==> config.mk <==
export PLATFORM = sky130hd
export DESIGN_NAME = amm_wr_arb
export DESIGN_NICKNAME = d
export VERILOG_FILES = /design/src/rtl/amm_wr_arb_pkg.sv /design/src/rtl/amm_wr_arb_rr_pick.sv /design/src/rtl/amm_wr_arb.sv
export SDC_FILE = /design/constraint.sdc
export NUM_CORES = 1
export LEC_CHECK = 0
export BUFFER_PORTS_ARGS = -buffer_cell sky130_fd_sc_hd__buf_2
export CAP_MARGIN = 30
export CORE_MARGIN = 4
export CORE_UTILIZATION = 39
export CTS_CLUSTER_SIZE = 40
export DETAILED_ROUTE_END_ITERATION = 12
export GPL_ROUTABILITY_DRIVEN = 0
export PLACE_DENSITY_LB_ADDON = 0.08
export SETUP_SLACK_MARGIN = 0.3
export SLEW_MARGIN = 20
export SYNTH_ARGS = -nofsm -noshare
export SYNTH_HDL_FRONTEND = slang
export SYNTH_HIERARCHICAL = 1
export SYNTH_SLANG_ARGS = --single-unit
==> constraint.sdc <==
create_clock -name clk -period 1.6 [get_ports clk]
set_input_delay 0.08 -clock clk [delete_from_list [all_inputs] [get_ports clk]]
set_output_delay 0.08 -clock clk [all_outputs]
set_load 0.01 [all_outputs]
==> src/rtl/amm_wr_arb_pkg.sv <==
`default_nettype none
// ============================================================================
// Module  : amm_wr_arb_pkg
// Purpose : Shared types and helpers for the amm_wr_arb write arbiter.
//           - arb_state_t : shared-port state (IDLE / ISSUE)
//           - clog2_min1  : index width that never collapses to zero bits
// Revision: 1.0 - initial release
// ============================================================================
package amm_wr_arb_pkg;

  typedef enum logic [0:0] {
    IDLE  = 1'b0,
    ISSUE = 1'b1
  } arb_state_t;

  // Width of an index into n requesters; at least one bit so that a
  // single-bit grant register still exists for the smallest configurations.
  function automatic int clog2_min1(input int n);
    return (n > 2) ? $clog2(n) : 1;
  endfunction

endpackage
`default_nettype wire

==> src/rtl/amm_wr_arb_rr_pick.sv <==
`default_nettype none
// ============================================================================
// Module  : amm_wr_arb_rr_pick
// Purpose : Combinational requester picker for amm_wr_arb.
//           Default: round robin, searching last_grant+1, +2, ... mod NUM_REQ.
//           AMM_WR_ARB_FIXED_PRIO_EN defined: lowest set index wins and the
//           last_grant input is removed.
// Ports   : req        in  [NUM_REQ-1:0]  request vector
//           last_grant in  [IDX_W-1:0]    previous winner (round robin only)
//           valid      out 1              any request present
//           idx        out [IDX_W-1:0]    winning index
// Revision: 1.0 - initial release
// ============================================================================
module amm_wr_arb_rr_pick
  import amm_wr_arb_pkg::*;
#(
  parameter int NUM_REQ = 2,
  parameter int IDX_W   = clog2_min1(NUM_REQ)
) (
  input  logic [NUM_REQ-1:0] req,
`ifndef AMM_WR_ARB_FIXED_PRIO_EN
  input  logic [IDX_W-1:0]   last_grant,
`endif
  output logic               valid,
  output logic [IDX_W-1:0]   idx
);

  assign valid = |req;

`ifdef AMM_WR_ARB_FIXED_PRIO_EN
  // Scan from the top down so the lowest set index is the last one written.
  always_comb begin
    idx = '0;
    for (int i = NUM_REQ - 1; i >= 0; i--) begin
      if (req[i]) idx = IDX_W'(i);
    end
  end
`else
  logic [IDX_W-1:0] w_cand;

  // Scan offsets from farthest to nearest so that the nearest requester
  // after last_grant is the final (winning) assignment.
  always_comb begin
    idx    = '0;
    w_cand = '0;
    for (int k = NUM_REQ; k >= 1; k--) begin
      w_cand = IDX_W'((int'(last_grant) + k) % NUM_REQ);
      if (req[w_cand]) idx = w_cand;
    end
  end
`endif

endmodule
`default_nettype wire

==> src/rtl/amm_wr_arb.sv <==
`default_nettype none
// ============================================================================
// Module  : amm_wr_arb
// Purpose : Shares one Avalon-MM write master port among NUM_REQ Avalon-MM
//           write requesters. The winning request is registered onto the
//           shared port; m_waitrequest stalls hold the shared port unchanged.
// Config  : AMM_WR_ARB_FIXED_PRIO_EN - fixed priority (lowest index wins),
//           otherwise round robin starting at requester 0 after reset.
// Ports   : clk, rst_n (async active-low)
//           s_address/s_write/s_writedata/s_byteenable  per-requester inputs
//           s_waitrequest  per-requester stall, low only in the accept cycle
//           m_address/m_write/m_writedata/m_byteenable  registered master
//           m_waitrequest  downstream stall
// Revision: 1.0 - initial release
// ============================================================================
module amm_wr_arb
  import amm_wr_arb_pkg::*;
#(
  parameter int NUM_REQ    = 2,
  parameter int DATA_WIDTH = 32,
  parameter int ADDR_WIDTH = 16,
  parameter int BYTE_CNT   = DATA_WIDTH / 8
) (
  input  logic                                clk,
  input  logic                                rst_n,
  input  logic [NUM_REQ-1:0][ADDR_WIDTH-1:0]  s_address,
  input  logic [NUM_REQ-1:0]                  s_write,
  input  logic [NUM_REQ-1:0][DATA_WIDTH-1:0]  s_writedata,
  input  logic [NUM_REQ-1:0][BYTE_CNT-1:0]    s_byteenable,
  output logic [NUM_REQ-1:0]                  s_waitrequest,
  output logic [ADDR_WIDTH-1:0]               m_address,
  output logic                                m_write,
  output logic [DATA_WIDTH-1:0]               m_writedata,
  output logic [BYTE_CNT-1:0]                 m_byteenable,
  input  logic                                m_waitrequest
);

  localparam int IDX_W = clog2_min1(NUM_REQ);

  if (NUM_REQ < 2 || NUM_REQ > 8) begin : g_bad_num_req
    $error("amm_wr_arb: NUM_REQ must be in 2..8");
  end

  arb_state_t              r_state;
  logic [ADDR_WIDTH-1:0]   r_address;
  logic [DATA_WIDTH-1:0]   r_writedata;
  logic [BYTE_CNT-1:0]     r_byteenable;

  logic                    w_slot_free;
  logic                    w_accept;
  logic                    w_pick_valid;
  logic [IDX_W-1:0]        w_pick_idx;

`ifndef AMM_WR_ARB_FIXED_PRIO_EN
  logic [IDX_W-1:0]        r_last_grant;
`endif

  amm_wr_arb_rr_pick #(
    .NUM_REQ    (NUM_REQ),
    .IDX_W      (IDX_W)
  ) u_rr_pick (
    .req        (s_write),
`ifndef AMM_WR_ARB_FIXED_PRIO_EN
    .last_grant (r_last_grant),
`endif
    .valid      (w_pick_valid),
    .idx        (w_pick_idx)
  );

  // The slot is free when idle or when the in-flight write completes this
  // cycle, which allows a new accept in the completion cycle (no bubble).
  assign w_slot_free = (r_state == IDLE) | ~m_waitrequest;

  // Gating with rst_n keeps every s_waitrequest high while reset is held,
  // even though the state already reads IDLE.
  assign w_accept = rst_n & w_slot_free & w_pick_valid;

  always_comb begin
    s_waitrequest = '1;
    if (w_accept) s_waitrequest[w_pick_idx] = 1'b0;
  end

  always_ff @(posedge clk or negedge rst_n) begin
    if (!rst_n) begin
      r_state      <= IDLE;
      r_address    <= '0;
      r_writedata  <= '0;
      r_byteenable <= '0;
`ifndef AMM_WR_ARB_FIXED_PRIO_EN
      r_last_grant <= IDX_W'(NUM_REQ - 1);
`endif
    end else if (w_accept) begin
      r_state      <= ISSUE;
      r_address    <= s_address[w_pick_idx];
      r_writedata  <= s_writedata[w_pick_idx];
      r_byteenable <= s_byteenable[w_pick_idx];
`ifndef AMM_WR_ARB_FIXED_PRIO_EN
      r_last_grant <= w_pick_idx;
`endif
    end else if (w_slot_free) begin
      // Completed (or idle) with nothing pending: data registers keep
      // their last values, only the write strobe drops.
      r_state      <= IDLE;
    end
  end

  assign m_write      = (r_state == ISSUE);
  assign m_address    = r_address;
  assign m_writedata  = r_writedata;
  assign m_byteenable = r_byteenable;

endmodule
`default_nettype wire

Word-level counts from Yosys, hierarchy flattened
Index checks and enable logic that the tools add are counted.

Add/subtract/negate cells: 2. $lt $le $gt $ge: 4. Multiplexer cells: 17. Bitwise operators: 6. Reductions and logical operators: 3.

Operators by type and width (number): $mux W32 (2); $mux W16 (2); $mux W1 (9); $mux W4 (2); $lt A1 B2 Y1 const B (3); $add A1 B1 Y1 const B (2); $and A1 B1 Y1 (2); $mux W2 (1); $not A1 Y1 (2); $not A2 Y2 (1); $reduce_bool A2 Y1 (1); $reduce_or A2 Y1 (1); $demux W1 S1 (1); $ge A1 B1 Y1 const B (1); $logic_and A1 B1 Y1 (1); $or A1 B1 Y1 (1).

Register bits: 54. Input port bits: 109. Output and inout bits: 55. Word-level logic and storage cells: 37.

Longest topological paths before layout
Depth in word-level cells: 11. Gate-level depth with buffers: 5. Mapped depth without buffers: 4.

Cells and area by module
The synthesis kept the hierarchy.

Modules (own cells, without submodules): amm_wr_arb (instances 1, cells each 176, area each 2692.6 um^2, seq. area each 1352.5 um^2); amm_wr_arb_rr_pick (instances 1, cells each 2, area each 13.8 um^2, seq. area each 0.0 um^2).

Worst setup path after synthesis
Ideal clock, no wire load.

Path kind: reg-to-reg. From: register r_last_grant. To: register r_address[0], in the netlist m_address[0]. Arrival time: 1425 ps. Data required time: 1475 ps. Setup slack: 50 ps. Cell stages (with the launch flop): 6. Buffers on the path: 2. Clock period less this slack: 1550 ps. Cells stage by stage: dfstp_2 > a21boi_0 > buf_6 > buf_6 > mux2_2 > mux2_2.

Word-level cells in the longest chain between the ends: 7.

RTL lines: from (decl) (RTL line amm_wr_arb.sv:55) `logic [IDX_W-1:0] r_last_grant;`; from (signal assigned) (RTL line amm_wr_arb.sv:90) `r_last_grant <= IDX_W'(NUM_REQ - 1);`; from (signal assigned) (RTL line amm_wr_arb.sv:98) `r_last_grant <= w_pick_idx;`; $add A1 B1 Y1 (RTL line amm_wr_arb_rr_pick.sv:47) `w_cand = IDX_W'((int'(last_grant) + k) % NUM_REQ);`; $mux W1 (implied by the code) (2 in series) (RTL line amm_wr_arb_rr_pick.sv:48) `if (req[w_cand]) idx = w_cand;`; $mux W1 (RTL line amm_wr_arb_rr_pick.sv:48); $mux W1 (*) (RTL line amm_wr_arb_rr_pick.sv:48); named net w_pick_idx (RTL line amm_wr_arb.sv:52) `logic [IDX_W-1:0] w_pick_idx;`; $mux W16 (implied by the code) (*) (2 in series) (RTL line amm_wr_arb.sv:94) `r_address <= s_address[w_pick_idx];`; to (signal assigned) (RTL line amm_wr_arb.sv:94); to (decl) (RTL line amm_wr_arb.sv:45) `logic [ADDR_WIDTH-1:0] r_address;`.

Mark *: on every way through the listed nets, which the timed path passes. The rest lies on a longest branch. The select of a mux whose other input is x is not followed. A chain may end at the register's enable or synchronous reset.

Worst setup path after layout
From: register r_last_grant. To: register r_writedata[29], in the netlist m_writedata[29].

Word-level cells in the longest chain between the ends: 7.

RTL lines: $add A1 B1 Y1 (RTL line amm_wr_arb_rr_pick.sv:47); $mux W1 (implied by the code) (2 in series) (RTL line amm_wr_arb_rr_pick.sv:48); $mux W1 (RTL line amm_wr_arb_rr_pick.sv:48); $mux W1 (*) (RTL line amm_wr_arb_rr_pick.sv:48); named net w_pick_idx (RTL line amm_wr_arb.sv:52); $mux W32 (implied by the code) (*) (2 in series) (RTL line amm_wr_arb.sv:95) `r_writedata <= s_writedata[w_pick_idx];`; to (signal assigned) (RTL line amm_wr_arb.sv:95); to (decl) (RTL line amm_wr_arb.sv:46) `logic [DATA_WIDTH-1:0] r_writedata;`.

Marked as above.

==> impl_metrics.yaml <==
status:
  status: "finished clean"
clocking:
  cts-root-buf: "clkbuf_8"
  cts_buffers: 5
  cts_buffer_depth: 2
  cts.sinks: 54
  htreeDepth: 2
  path_clk_slew_ns: 0.09
  insertion_delay_ns: 0.30
  cts_tree: "done"
floorplan:
  fp.dieArea_um2: 8340
  fp.coreArea_um2: 6760
  ios: 164
  dieHeight_um: 91.3
  rows: 30
  start_util: 0.401
  die_w_um: 91.3
global_route:
  grt.total_usage: 0.155
  grt_overflow: 0
  antenna_found_initial: 0
  grt_pass1_wl_um: 10300
  grt_pass1_vias: 2088
  grt_max_degree: 55
pwr:
  finalPower_w: 0.00407
  vdd_drop_max_uv: 414
  power_frac_clock: 0.190
  switching_share: 0.288
  power_density_nw_per_um2: 1030
  switchingPower_w: 0.00117
  internal-power_w: 0.00290
  power_frac_seq: 0.448
  share_comb_of_total_power: 0.362
  leakagePower_nw: 2.01
sta:
  tightest_slew_ns: 0.663
  finalSetupViolCount: 0
  setup_tns_ns: 0
  fin_crit_ns: 1.55
  final_max_slew_viol_count: 0
  post-route-period-util: 0.971
  hold_viol: 0
  fmax_ghz: 0.643
  finClkSkew_ns: 0.0110
  rsz0062_at_grt: "true"
  worst_slack_ns: 0.0459
  max_slew_margin: 0.558
critical_path:
  cp_cell_sequence: "a21boi_4 -> buf_12 -> mux2_2 -> mux2_2"
  arrival_ns: 1.74
  timing.critical_path.mode_cell: "mux2_2"
  critPathMaxFanout: 31
  slowest_delay_ns: 0.39
  cp_data_required_time_ns: 1.79
  start_kind: "flip-flop"
  critPathKind: "reg2reg"
  slowest_stage: "dfstp_2"
  endpoint_kind: "flip-flop"
layout:
  post-route-util: 0.586
  nNetsFinal: 457
  layout_common_cells: "buf_2, mux2_2, dfrtp_1"
  area_growth_pct: 46.2
  mostFrequentLayoutCell: "buf_2"
  n_antenna_cell: 0
  drive_above_1_share: 0.819
route:
  viasPerCell: 4.82
  vias: 2066
  route.detailed.drc: 0
  ant_nets: 0
  drt_iter0_drc: 55
  drt_wl_total_um: 6840
  routedWlPerCell_um: 15.9
  firstDrtPassIters: 4
yosys:
  ys_warn_count: 6
  synth_area_um2: 2710
  ys_seq_area_frac: 0.500
  synthTopCellsByArea: "dfrtp_1, mux2_2, buf_6, dfstp_2, a21oi_4"
  yosysTopAreaCellShare: 0.490
  yosys.area.top_type: "dfrtp_1"
  syn_nets: 287
  syn_area_per_cell_um2: 15.2
  ys_types: 11
  postSynthCellCount: 178
  synth_seq_cells: 54
placed_design:
  dp_hpwl_um: 4730
  port-buffer-count: 163
  pre_cts_slack_ns: 0.0438
worst_hold_path:
  hold_class: "in2reg"
run:
  maxCapViolCount: 0
==> flip-flops by register name, indices dropped and copies added (netlist names) <==
signal / cells
m_address: 16
m_writedata: 32
m_write: 1
m_byteenable: 4
r_last_grant: 1
==> repair_timing <==
action	CTS	global route
setup endpoints to repair	54	55
pin swaps	1	1
hold buffers	1	0
endpoints found under the hold margin	53	0
gates cloned	1	0
gates resized for setup	0	49
setup buffers	4	0
==> Yosys cell counts <==
master	number
mux2_2	104
dfrtp_1	53
buf_6	10
nand2_1	4
a21boi_0	1
a21oi_4	1
buf_4	1
dfstp_2	1
mux2_1	1
nand2b_1	1
or2_1	1
==> path summary, 6_finish.rpt <==
| kind | start | slack, ns | to | depth (start not counted) |
|---|---|---|---|---|
| setup reg to reg | r_last_grant | 0.05 | m_writedata[29] | 4 |
| min in group asynchronous | rst_n | 0.47 | m_address[10] | 3 |
| setup / recovery | r_last_grant | 0.05 | m_writedata[29] | 4 |
| max in group asynchronous | rst_n | 0.68 | m_writedata[0] | 3 |
| hold / removal | m_waitrequest | 0.02 | m_write | 3 |
| hold reg to reg | m_writedata[7] | 0.51 | m_writedata[7] | 1 |
==> logic make-up (layout without fill, tap and decap cells) <==
| logic type | Yosys count | in the layout | share of synthesized area |
|---|---|---|---|
| compound gates | 2 | 2 | 0.00879 |
| buf+inv | 11 | 182 | 0.0444 |
| flops | 54 | 54 | 0.500 |
| mux | 105 | 105 | 0.437 |
| simple gates | 6 | 6 | 0.0102 |
==> through the flow <==
stage / instance area, um2 / hold WS [ns] / cells
5_1_grt: 3960 / 0.0470 / 429
2_1_floorplan: 2710 / -0.216 / 178
3_3_place_gp: 3600 / 0.287 / 415
3_5_place_dp: 3600 / 0.287 / 415
6_report: 3960 / 0.0248 / 429
4_1_cts: 3790 / 0.00994 / 429
==> power by group through the flow <==
stage               registers, W  logic (W)  clock network (W)
floorplan                0.00200   0.000586                  0
global placement         0.00184    0.00130                  0
detailed placement       0.00184    0.00131                  0
CTS                      0.00182    0.00136           0.000808
global route             0.00187    0.00159           0.000869
finish                   0.00183    0.00148           0.000772
==> worst max-delay path, delay by kind of cell, from the launching register on <==
| kind | cells | cell delay, ns |
|---|---|---|
| AOI/OAI and AO/OA | 1 | 0.19 |
| buffers and inverters | 1 | 0.23 |
| DFF | 1 | 0.39 |
| muxes | 2 | 0.62 |
==> area by class of cell <==
cell class              instances  area, um2
clock buffers                   8       90.1
multi-input cells             113       1420
well taps                      80        100
fillers                       598       2800
flip-flops and latches         54       1350
repair buffers                174        993
==> layer usage <==
layer,GRT usage,vias to the layer above,part of all wire
li1,-,978,-
met1,0.180,989,0.41
met2,0.271,91,0.49
met3,0.0572,8,0.091
met4,0.0339,0,0.0082
met5,0,-,0
Power figures use the tool's default switching activity.
